<file path="src/rtl/uart_pkg.sv">
// Shared UART definitions: frame constants, receiver state encoding and
// the bit-period helper used to derive baud-counter limits.
package uart_pkg;

    // Line levels of the framing bits, shared with the transmitter.
    localparam logic START_BIT = 1'b0;
    localparam logic STOP_BIT  = 1'b1;

    typedef enum logic [2:0] {
        RX_IDLE,
        RX_START,
        RX_DATA,
        RX_STOP,
        RX_BREAK
    } uart_rx_state_t;

    // Clock cycles per serial bit, rounded up so a bit is never sampled early.
    function automatic int clks_per_bit(input int clk_freq, input int baud);
        return (clk_freq + baud - 1) / baud;
    endfunction

endpackage

</file>
<file path="src/rtl/sync_2ff.sv">
// Generic two-flop synchroniser for a single asynchronous level signal.
// RESET_VALUE lets the chain come out of reset at the line's idle level.
module sync_2ff #(
    parameter logic RESET_VALUE = 1'b0
) (
    input  logic clk,
    input  logic reset,
    input  logic i_d,
    output logic o_q
);

    logic r_meta;
    logic r_sync;

    // Two-stage resolution of the asynchronous input.
    always_ff @(posedge clk or posedge reset) begin
        if (reset) begin
            r_meta <= RESET_VALUE;
            r_sync <= RESET_VALUE;
        end else begin
            // NOTE: non-blocking assignments make both flops sample together,
            // so r_sync takes the old r_meta and the chain really is two deep.
            r_meta <= i_d;
            r_sync <= r_meta;
        end
    end

    assign o_q = r_sync;

endmodule

</file>
<file path="src/rtl/uart_rx.sv">
// UART receiver: synchronises the serial line, finds the start bit, samples
// data bits at mid-bit (LSB first), checks the stop bit and presents each
// word on a ready/valid output with framing-error and overrun pulses.
module uart_rx
    import uart_pkg::*;
#(
    parameter int BAUD_RATE     = 115200,
    parameter int CLK_FREQUENCY = 48000000,
    parameter int DATA_BITS     = 8
) (
    input  logic                 clk,
    input  logic                 reset,
    input  logic                 rx_uart,
    input  logic                 rx_rdy,
    output logic                 rx_valid,
    output logic [DATA_BITS-1:0] rx_data,
    output logic                 rx_err,
    output logic                 rx_overrun
);

    localparam int CLKS_PER_BIT = clks_per_bit(CLK_FREQUENCY, BAUD_RATE);
    localparam int HALF_BIT     = CLKS_PER_BIT / 2;
    localparam int BAUD_W       = $clog2(CLKS_PER_BIT);
    localparam int BIT_W        = $clog2(DATA_BITS + 1);

    localparam logic [BAUD_W-1:0] LAST_TICK = BAUD_W'(CLKS_PER_BIT - 1);
    localparam logic [BAUD_W-1:0] HALF_TICK = BAUD_W'(HALF_BIT - 1);
    localparam logic [BIT_W-1:0]  LAST_BIT  = BIT_W'(DATA_BITS - 1);

    logic                 w_rxs;
    uart_rx_state_t       r_state,  w_state_next;
    logic [BAUD_W-1:0]    r_baud,   w_baud_next;
    logic [BIT_W-1:0]     r_bit,    w_bit_next;
    logic [DATA_BITS-1:0] r_shift,  w_shift_next;
    logic                 w_deliver;
    logic                 w_frame_err;

    sync_2ff #(
        .RESET_VALUE(STOP_BIT)
    ) u_sync (
        .clk   (clk),
        .reset (reset),
        .i_d   (rx_uart),
        .o_q   (w_rxs)
    );

    // Receiver state, baud/bit counters and the data shift register.
    always_ff @(posedge clk or posedge reset) begin
        if (reset) begin
            r_state <= RX_IDLE;
            r_baud  <= '0;
            r_bit   <= '0;
            r_shift <= '0;
        end else begin
            r_state <= w_state_next;
            r_baud  <= w_baud_next;
            r_bit   <= w_bit_next;
            r_shift <= w_shift_next;
        end
    end

    // Next-state decode: start qualification, mid-bit sampling, stop check.
    always_comb begin
        // NOTE: every output of this block gets a default before the case,
        // so no path leaves a signal unassigned and no latch is inferred.
        w_state_next = r_state;
        w_baud_next  = r_baud + BAUD_W'(1);
        w_bit_next   = r_bit;
        w_shift_next = r_shift;
        w_deliver    = 1'b0;
        w_frame_err  = 1'b0;

        case (r_state)
            RX_IDLE: begin
                w_baud_next = '0;
                if (w_rxs == START_BIT) begin
                    w_state_next = RX_START;
                end
            end
            RX_START: begin
                if (r_baud == HALF_TICK) begin
                    w_baud_next = '0;
                    if (w_rxs == START_BIT) begin
                        w_bit_next   = '0;
                        w_state_next = RX_DATA;
                    end else begin
                        w_state_next = RX_IDLE;   // glitch, not a real start
                    end
                end
            end
            RX_DATA: begin
                if (r_baud == LAST_TICK) begin
                    w_baud_next  = '0;
                    w_shift_next = {w_rxs, r_shift[DATA_BITS-1:1]};
                    w_bit_next   = r_bit + BIT_W'(1);
                    if (r_bit == LAST_BIT) begin
                        w_state_next = RX_STOP;
                    end
                end
            end
            RX_STOP: begin
                if (r_baud == LAST_TICK) begin
                    w_baud_next = '0;
                    if (w_rxs == STOP_BIT) begin
                        w_deliver    = 1'b1;
                        w_state_next = RX_IDLE;
                    end else begin
                        w_frame_err  = 1'b1;
                        w_state_next = RX_BREAK;
                    end
                end
            end
            RX_BREAK: begin
                // Hold off until the line returns high so a stuck-low line
                // cannot be decoded as a stream of frames.
                w_baud_next = '0;
                if (w_rxs == STOP_BIT) begin
                    w_state_next = RX_IDLE;
                end
            end
            default: begin
                w_baud_next  = '0;
                w_state_next = RX_IDLE;
            end
        endcase
    end

    // Output holding register with ready/valid handshake and status pulses.
    always_ff @(posedge clk or posedge reset) begin
        if (reset) begin
            rx_valid   <= 1'b0;
            rx_data    <= '0;
            rx_err     <= 1'b0;
            rx_overrun <= 1'b0;
        end else begin
            rx_err     <= w_frame_err;
            rx_overrun <= 1'b0;
            if (w_deliver) begin
                if (!rx_valid || rx_rdy) begin
                    rx_data  <= r_shift;
                    rx_valid <= 1'b1;
                end else begin
                    rx_overrun <= 1'b1;   // held word wins, new one dropped
                end
            end else if (rx_valid && rx_rdy) begin
                rx_valid <= 1'b0;
            end
        end
    end

endmodule

</file>
<file path="config.mk">
export PLATFORM = sky130hd
export DESIGN_NAME = uart_rx
export DESIGN_NICKNAME = d
export VERILOG_FILES = /design/src/rtl/uart_pkg.sv /design/src/rtl/sync_2ff.sv /design/src/rtl/uart_rx.sv
export SDC_FILE = /design/constraint.sdc
export NUM_CORES = 1
export LEC_CHECK = 0
export ABC_AREA = 1
export BUFFER_PORTS_ARGS = -buffer_cell sky130_fd_sc_hd__buf_2
export CORE_UTILIZATION = 40
export CTS_CLUSTER_DIAMETER = 200
export DETAILED_ROUTE_END_ITERATION = 8
export SLEW_MARGIN = 25
export SYNTH_ARGS = -nofsm -noshare
export SYNTH_HDL_FRONTEND = slang
export SYNTH_SLANG_ARGS = --single-unit
export TNS_END_PERCENT = 10
</file>
<file path="constraint.sdc">
create_clock -name clk -period 1.35 [get_ports clk]
set_input_delay 0.27 -clock clk [delete_from_list [all_inputs] [get_ports clk]]
set_output_delay 0.27 -clock clk [all_outputs]
set_load 0.02 [all_outputs]
</file>
==> results of run 1 <==
where the power goes:
group          switching [mW]  internal (mW)  total, mW
sequential            0.00323           1.11       1.12
clock                   0.397          0.600      0.997
combinational          0.0267         0.0120     0.0387
cell families after synthesis:
logic type / synth area share
AO/OA/AOI/OAI: 0.08451
XOR/XNOR: 0.02958
adder cells (fa/ha/maj): 0.02113
buffers and inverters: 0.08873
flip-flops: 0.5225
AND/OR/NAND/NOR: 0.2535
critical path, stage by stage (launching register included):
cell,delay [ns]
dfrtp_1,0.41
inv_1,0.07
ha_1,0.15
nand2_2,0.07
nor2_4,0.10
nand2_4,0.09
clkinv_4,0.07
nand4_4,0.10
clkbuf_16,0.19
nand2_1,0.05
nand2_1,0.04
final timing paths:
check / from / endpoint / slack, ns / cells past startpoint
max: r_baud[0]$_DFF_PP0_ / rx_data[0]$_DFFE_PP0P_ / -0.11 / 10
min: reset / rx_data[0]$_DFFE_PP0P_ / 0.01 / 3
max reg2reg: r_baud[0]$_DFF_PP0_ / rx_data[0]$_DFFE_PP0P_ / -0.11 / 10
min reg2reg: u_sync.r_meta$_DFF_PP1_ / u_sync.o_q$_DFF_PP1_ / 0.36 / 0
max in group asynchronous: reset / u_sync.r_meta$_DFF_PP1_ / 1.08 / 3
min in group clk: rx_uart / u_sync.r_meta$_DFF_PP1_ / 0.08 / 1
registers in the layout (all words and copies together), names as in the netlist:
register / flops
rx_overrun: 1
r_shift: 8
rx_err: 1
rx_data: 8
r_baud: 9
rx_valid: 1
u_sync.o_q: 1
r_bit: 4
r_state: 3
u_sync.r_meta: 1
timing repair:
action                     in CTS  in global routing
gates resized for setup         5                 12
pin swaps                       3                  0
buffers inserted                1                  1
setup endpoints to repair      32                 33
cloned                          1                  1
final cells by class:
class                           count  area (sq um)
Fill cell                         384          1869
Sequential cell                    37         928.4
Multi-Input combinational cell    133         763.2
Timing Repair Buffer               36         281.5
Inverter                           30         118.9
Clock buffer                        6         82.58
Tap cell                           50         62.56
Clock inverter                      2         37.54
per-layer routing:
metal | global-route usage | up-vias | wire, um
met5 | 0 | - | 0
met4 | 0.07813 | 0 | 65
met3 | 0.04441 | 7 | 98
met2 | 0.2390 | 20 | 1461
met1 | 0.2111 | 612 | 1721
li1 | - | 714 | -
placed cells by master (no fill, tap or decap), drive strengths merged:
cell type,Yosys,routed
o21bai,1,1
or2,1,1
nand3,15,15
a31o,1,1
dfstp,2,2
inv,29,28
nor2,31,31
dfrtp,35,35
clkbuf,0,7
o21a,1,1
nand4,3,3
xnor2,1,1
nand2,49,50
ha,3,3
bufinv,0,1
nor3,1,1
a21oi,2,2
clkinvlp,0,1
clkinv,1,2
o21ai,18,18
xor2,5,5
buf,4,35
stage by stage:
step	hold slack (ns)	instance area [sq um]	power (mW)
2_1_floorplan	0.2745	1782	1.157
3_3_place_gp	0.3322	2031	1.178
3_5_place_dp	0.3309	2031	1.178
4_1_cts	0.01564	2210	2.181
5_1_grt	0.03125	2275	2.234
6_report	0.01075	2275	2.153
==> reports/results.ini, run 1 <==
[logic_synthesis]
synth-edff-count=0
syn_area_per_cell_sq_um=8.752
synth_top_area_share=0.4930
synth.top_cells.by_count=nand2_1, dfrtp_1, nor2_1
yosysTopAreaCell=dfrtp_1
synth_area_sq_mm=0.001777
syn_nets=210
synthFlopType=dfrtp_1
synth_cell_types=28
yosysWarnings=0
synth_cells=203
synthTopCellsByArea=dfrtp_1, nand2_1, nor2_1
synth.most_common_cell=nand2_1
ys_async_sr_fraction=1.000
synth-seq-cells=37
synth-seq-area-share=0.5225

[route]
first_iter_violations=67
vias_per_cell=4.602
drc=0
wirelength_um=3347
vias=1353
ant_nets=0
drtPass1Iterations=4
wl_per_cell_um=11.38

[final_layout]
nets=250
drive_above_1_share=0.3238
stdcell_count=294
diodes=0
post-route-util=0.5489
areaGrowthSynthToFinish_pct=28.03

[sta]
slew_headroom=0.7892
fmax_ghz=0.6872
finClkSkew_ns=0.004768
tns_ns=-1.223
period_share=1.078
layout_min_cycle_time_ns=1.455
hold_viol=0
rsz0062_at_grt=yes
worst_slack_ns=-0.1052
final-setup-viol-count=24
worst_pin_slew_ns=0.3141
slew_viol_final=0

[grt]
track_usage=0.1598
grt_pass1_vias=1241
grt_max_degree=38
grt_antenna_before_repair=0
grt.overflow.total=0
grt_pass1_wl_um=5375

[place]
pre_cts_ws_ns=-0.1521
io_buffers=14
dp_cells=282
dp_hpwl_um=2271
gp_congestion=0.8305

[cts]
cts_tree=yes
clk_latency_ns=0.29
cts_buffers=5
clock-sinks=37
clk_path_buf_depth=2
root_buffer=clkbuf_8
h-tree-depth=2
clk_pin_slew_ns=0.07
postCtsHoldBufs=0

[floorplan]
num_rows=23
dieArea_sq_mm=0.004712
start_util=0.4287
die_x_um=68.65
die_h_um=68.65
core-area_sq_mm=0.004144
io_pins=15

[worst_setup_path]
end_kind=flop
critPathKind=reg -> reg
cp.required_ns=1.54
critPathLaunchType=flop
cp.arrival_ns=1.64
critPathMaxFanout=7

[run_status]
outcome=finished with violations
violations=setup timing

[min_path]
hold_path.class=in -> async

[pwr]
p_leak_nw=1.167
ir_drop_uv=752.1
cellPowerDensity_mw_per_mm2=946.4

[job]
drv_cap=0

No activity file was read; power rests on OpenSTA's default activity.
==> run 2, diff against run 1 <==
==> constraint.sdc (replaced) <==
create_clock -name clk -period 1.55 [get_ports clk]
set_input_delay 0.31 -clock clk [delete_from_list [all_inputs] [get_ports clk]]
set_output_delay 0.31 -clock clk [all_outputs]
set_load 0.02 [all_outputs]
==> run 2 against run 1 <==
Effect of this change:
- final cell count is 5.8% lower
- critical endpoint is now rx_data[6]$_DFFE_PP0P_
- clock skew rose by 0.0048 ns
- the run now ends clean
- design area fell by 8.6%
- clock power fell by 12%
- wire length decreased by 12%
- sequential power shrank 13%
- non-clock buffer count fell by 16
- sequential cell count unchanged
- core utilization fell by 4.7 points
==> reports/results.ini, run 2 (synthesized netlist as in run 1, its figures left out) <==
[run_status]
outcome=completed

[final_layout]
areaGrowthSynthToFinish_pct=16.97
mostFrequentLayoutCell=nand2_1
largest_reg_flops=9  ; unchanged
mostFrequentLayoutCells=nand2_1, dfrtp_1, nor2_1, inv_1, buf_2
top_regs=r_baud (9), r_shift (8), rx_data (8)
post-route-util=0.5015  ; -0.04740
diodes=0  ; unchanged
nets=233  ; -6.8%
stdcell_count=277  ; -5.8%
regMostFlops=r_baud
drive_above_1_share=0.2379  ; -0.08589
fillers=427  ; +11%
final_area_sq_mm=0.002078  ; -8.6%

[sta]
fin_hold_ws_ns=0.04866  ; +0.03791 ns
rsz0062_at_grt=no
final-setup-viol-count=0  ; -100%
hold_viol=0  ; unchanged
slew_headroom=0.8080  ; +0.01882
fmax_ghz=0.6916  ; +0.64%
finClkSkew_ns=0.009551  ; +0.004783 ns
slew_viol_final=0  ; unchanged
layout_min_cycle_time_ns=1.446  ; -0.009190 ns
worst_pin_slew_ns=0.2860  ; -0.02803 ns
period_share=0.9329  ; -0.1450

[worst_setup_path]
cp_slowest_cell=dfrtp_1
cp_cell_sequence=inv_1 -> ha_1 -> nand2_2 -> nor2_4 -> nand2_4 -> inv_6 -> nand4_4 -> buf_12 -> nand2_1 -> o21ai_2
end_kind=flop
critPathMaxFanout=14  ; +7
max_stage_delay_ns=0.41  ; about the same
cp.required_ns=1.74  ; +0.20 ns
crit_start=r_baud[0]$_DFF_PP0_
r2r-end=rx_data[6]$_DFFE_PP0P_
cp.arrival_ns=1.64  ; about the same
critPathLaunchType=flop
reg2reg_depth=10  ; unchanged
r2r_start=r_baud[0]$_DFF_PP0_
r2r_slack_ns=0.10  ; +0.21 ns
critPathKind=reg -> reg

[floorplan]
core-area_sq_mm=0.004144  ; unchanged
start_util=0.4287  ; unchanged
dieArea_sq_mm=0.004712  ; unchanged
die_x_um=68.65  ; unchanged
die_h_um=68.65  ; unchanged
num_rows=23  ; unchanged
io_pins=15  ; unchanged

[job]
drv_cap=0  ; unchanged

[place]
dp_hpwl_um=2056  ; -9.5%
io_buffers=14  ; unchanged
dp_cells=268  ; -5.0%
gp_congestion=0.8132  ; -2.1%
placed_area_sq_mm=0.001921  ; -5.4%

[route]
drc=0  ; unchanged
wl_per_cell_um=10.64  ; -6.6%
ant_nets=0  ; unchanged
vias=1230  ; -9.1%
vias_per_cell=4.440  ; -3.5%
first_iter_violations=68  ; +1.5%
drtPass1Iterations=4  ; unchanged
wirelength_um=2946  ; -12%

[cts]
clk_path_buf_depth=2  ; unchanged
clk_latency_ns=0.29  ; about the same
clock-sinks=37  ; unchanged
clk_pin_slew_ns=0.08  ; about the same
cts_buffers=5  ; unchanged
root_buffer=clkbuf_8
cts_tree=yes
h-tree-depth=2  ; unchanged

[pwr]
p_leak_nw=1.075  ; -7.9%
cellPowerDensity_mw_per_mm2=906.9  ; -4.2%
power_mw=1.885  ; -12%
ir_drop_uv=412.7  ; -45%

[grt]
grt_pass1_vias=1117  ; -10%
grt.overflow.total=0  ; unchanged
grt_max_degree=38  ; unchanged
track_usage=0.1488  ; -0.01100
grt_antenna_before_repair=0  ; unchanged
grt_pass1_wl_um=5030  ; -6.4%

[min_path]
hold_path.class=in -> async

run 2: stage by stage:
stage                     setup slack, ns   TNS (ns)
final                              0.1040          0
after global routing             0.006713          0
after CTS                         0.06752          0
after detailed placement        -0.004336  -0.004336
after global placement            0.03694          0
after floorplan                    0.1373          0
run 2: how the worst max path moves through the flow:
stage / to / slack [ns] / cells after the start
2_1_floorplan: rx_data[1]$_DFFE_PP0P_ / 0.14 / 10
3_3_place_gp: rx_data[4]$_DFFE_PP0P_ / 0.04 / 9
3_5_place_dp: rx_data[5]$_DFFE_PP0P_ / -0.004 / 9
4_1_cts: rx_data[6]$_DFFE_PP0P_ / 0.07 / 10
5_1_grt: rx_data[0]$_DFFE_PP0P_ / 0.007 / 11
6_report: rx_data[6]$_DFFE_PP0P_ / 0.10 / 10
run 2: layout make-up:
cell class / instances / area [sq um] / area share
multi-input cells: 132 / 708.2 / 0.3408
flip-flops and latches: 37 / 928.4 / 0.4467
clock inverters: 2 / 37.54 / 0.01806
well taps: 50 / 62.56 / 0.03010
inverters: 30 / 118.9 / 0.05719
clock buffers: 6 / 82.58 / 0.03974
repair buffers: 20 / 140.1 / 0.06743
run 2: metal layers:
layer / vias to the layer above / part of all wire / track usage / wire length [um]
li1: 671 / - / - / -
met3: 6 / 0.034 / 0.05428 / 101
met5: - / 0 / 0 / 0
met2: 15 / 0.41 / 0.2059 / 1199
met4: 0 / 0.020 / 0.07031 / 59
met1: 538 / 0.54 / 0.2033 / 1586
run 2: worst max-delay path, delay by kind of cell (launching register included):
| kind | cells | cell delay [ns] |
|---|---|---|
| buffers and inverters | 3 | 0.32 |
| adder cells (fa/ha/maj) | 1 | 0.15 |
| AND/OR/NAND/NOR | 5 | 0.42 |
| flip-flops | 1 | 0.41 |
| AO/OA/AOI/OAI | 1 | 0.05 |
run 2: what timing repair did:
| action | 4_1_cts | 5_1_grt |
|---|---|---|
| buffers inserted | 1 | 0 |
| hold endpoints to repair | 0 | 0 |
| hold buffers | 0 | 0 |
| setup endpoints to repair | 4 | 8 |
| resized for setup | 0 | 6 |
run 2: where the power goes:
part | total (mW) | internal, mW | switching, mW | leakage [nW]
registers | 0.974 | 0.969 | 0.00443 | 0.495
logic | 0.0300 | 0.00879 | 0.0212 | 0.522
clock network | 0.881 | 0.523 | 0.358 | 0.0574
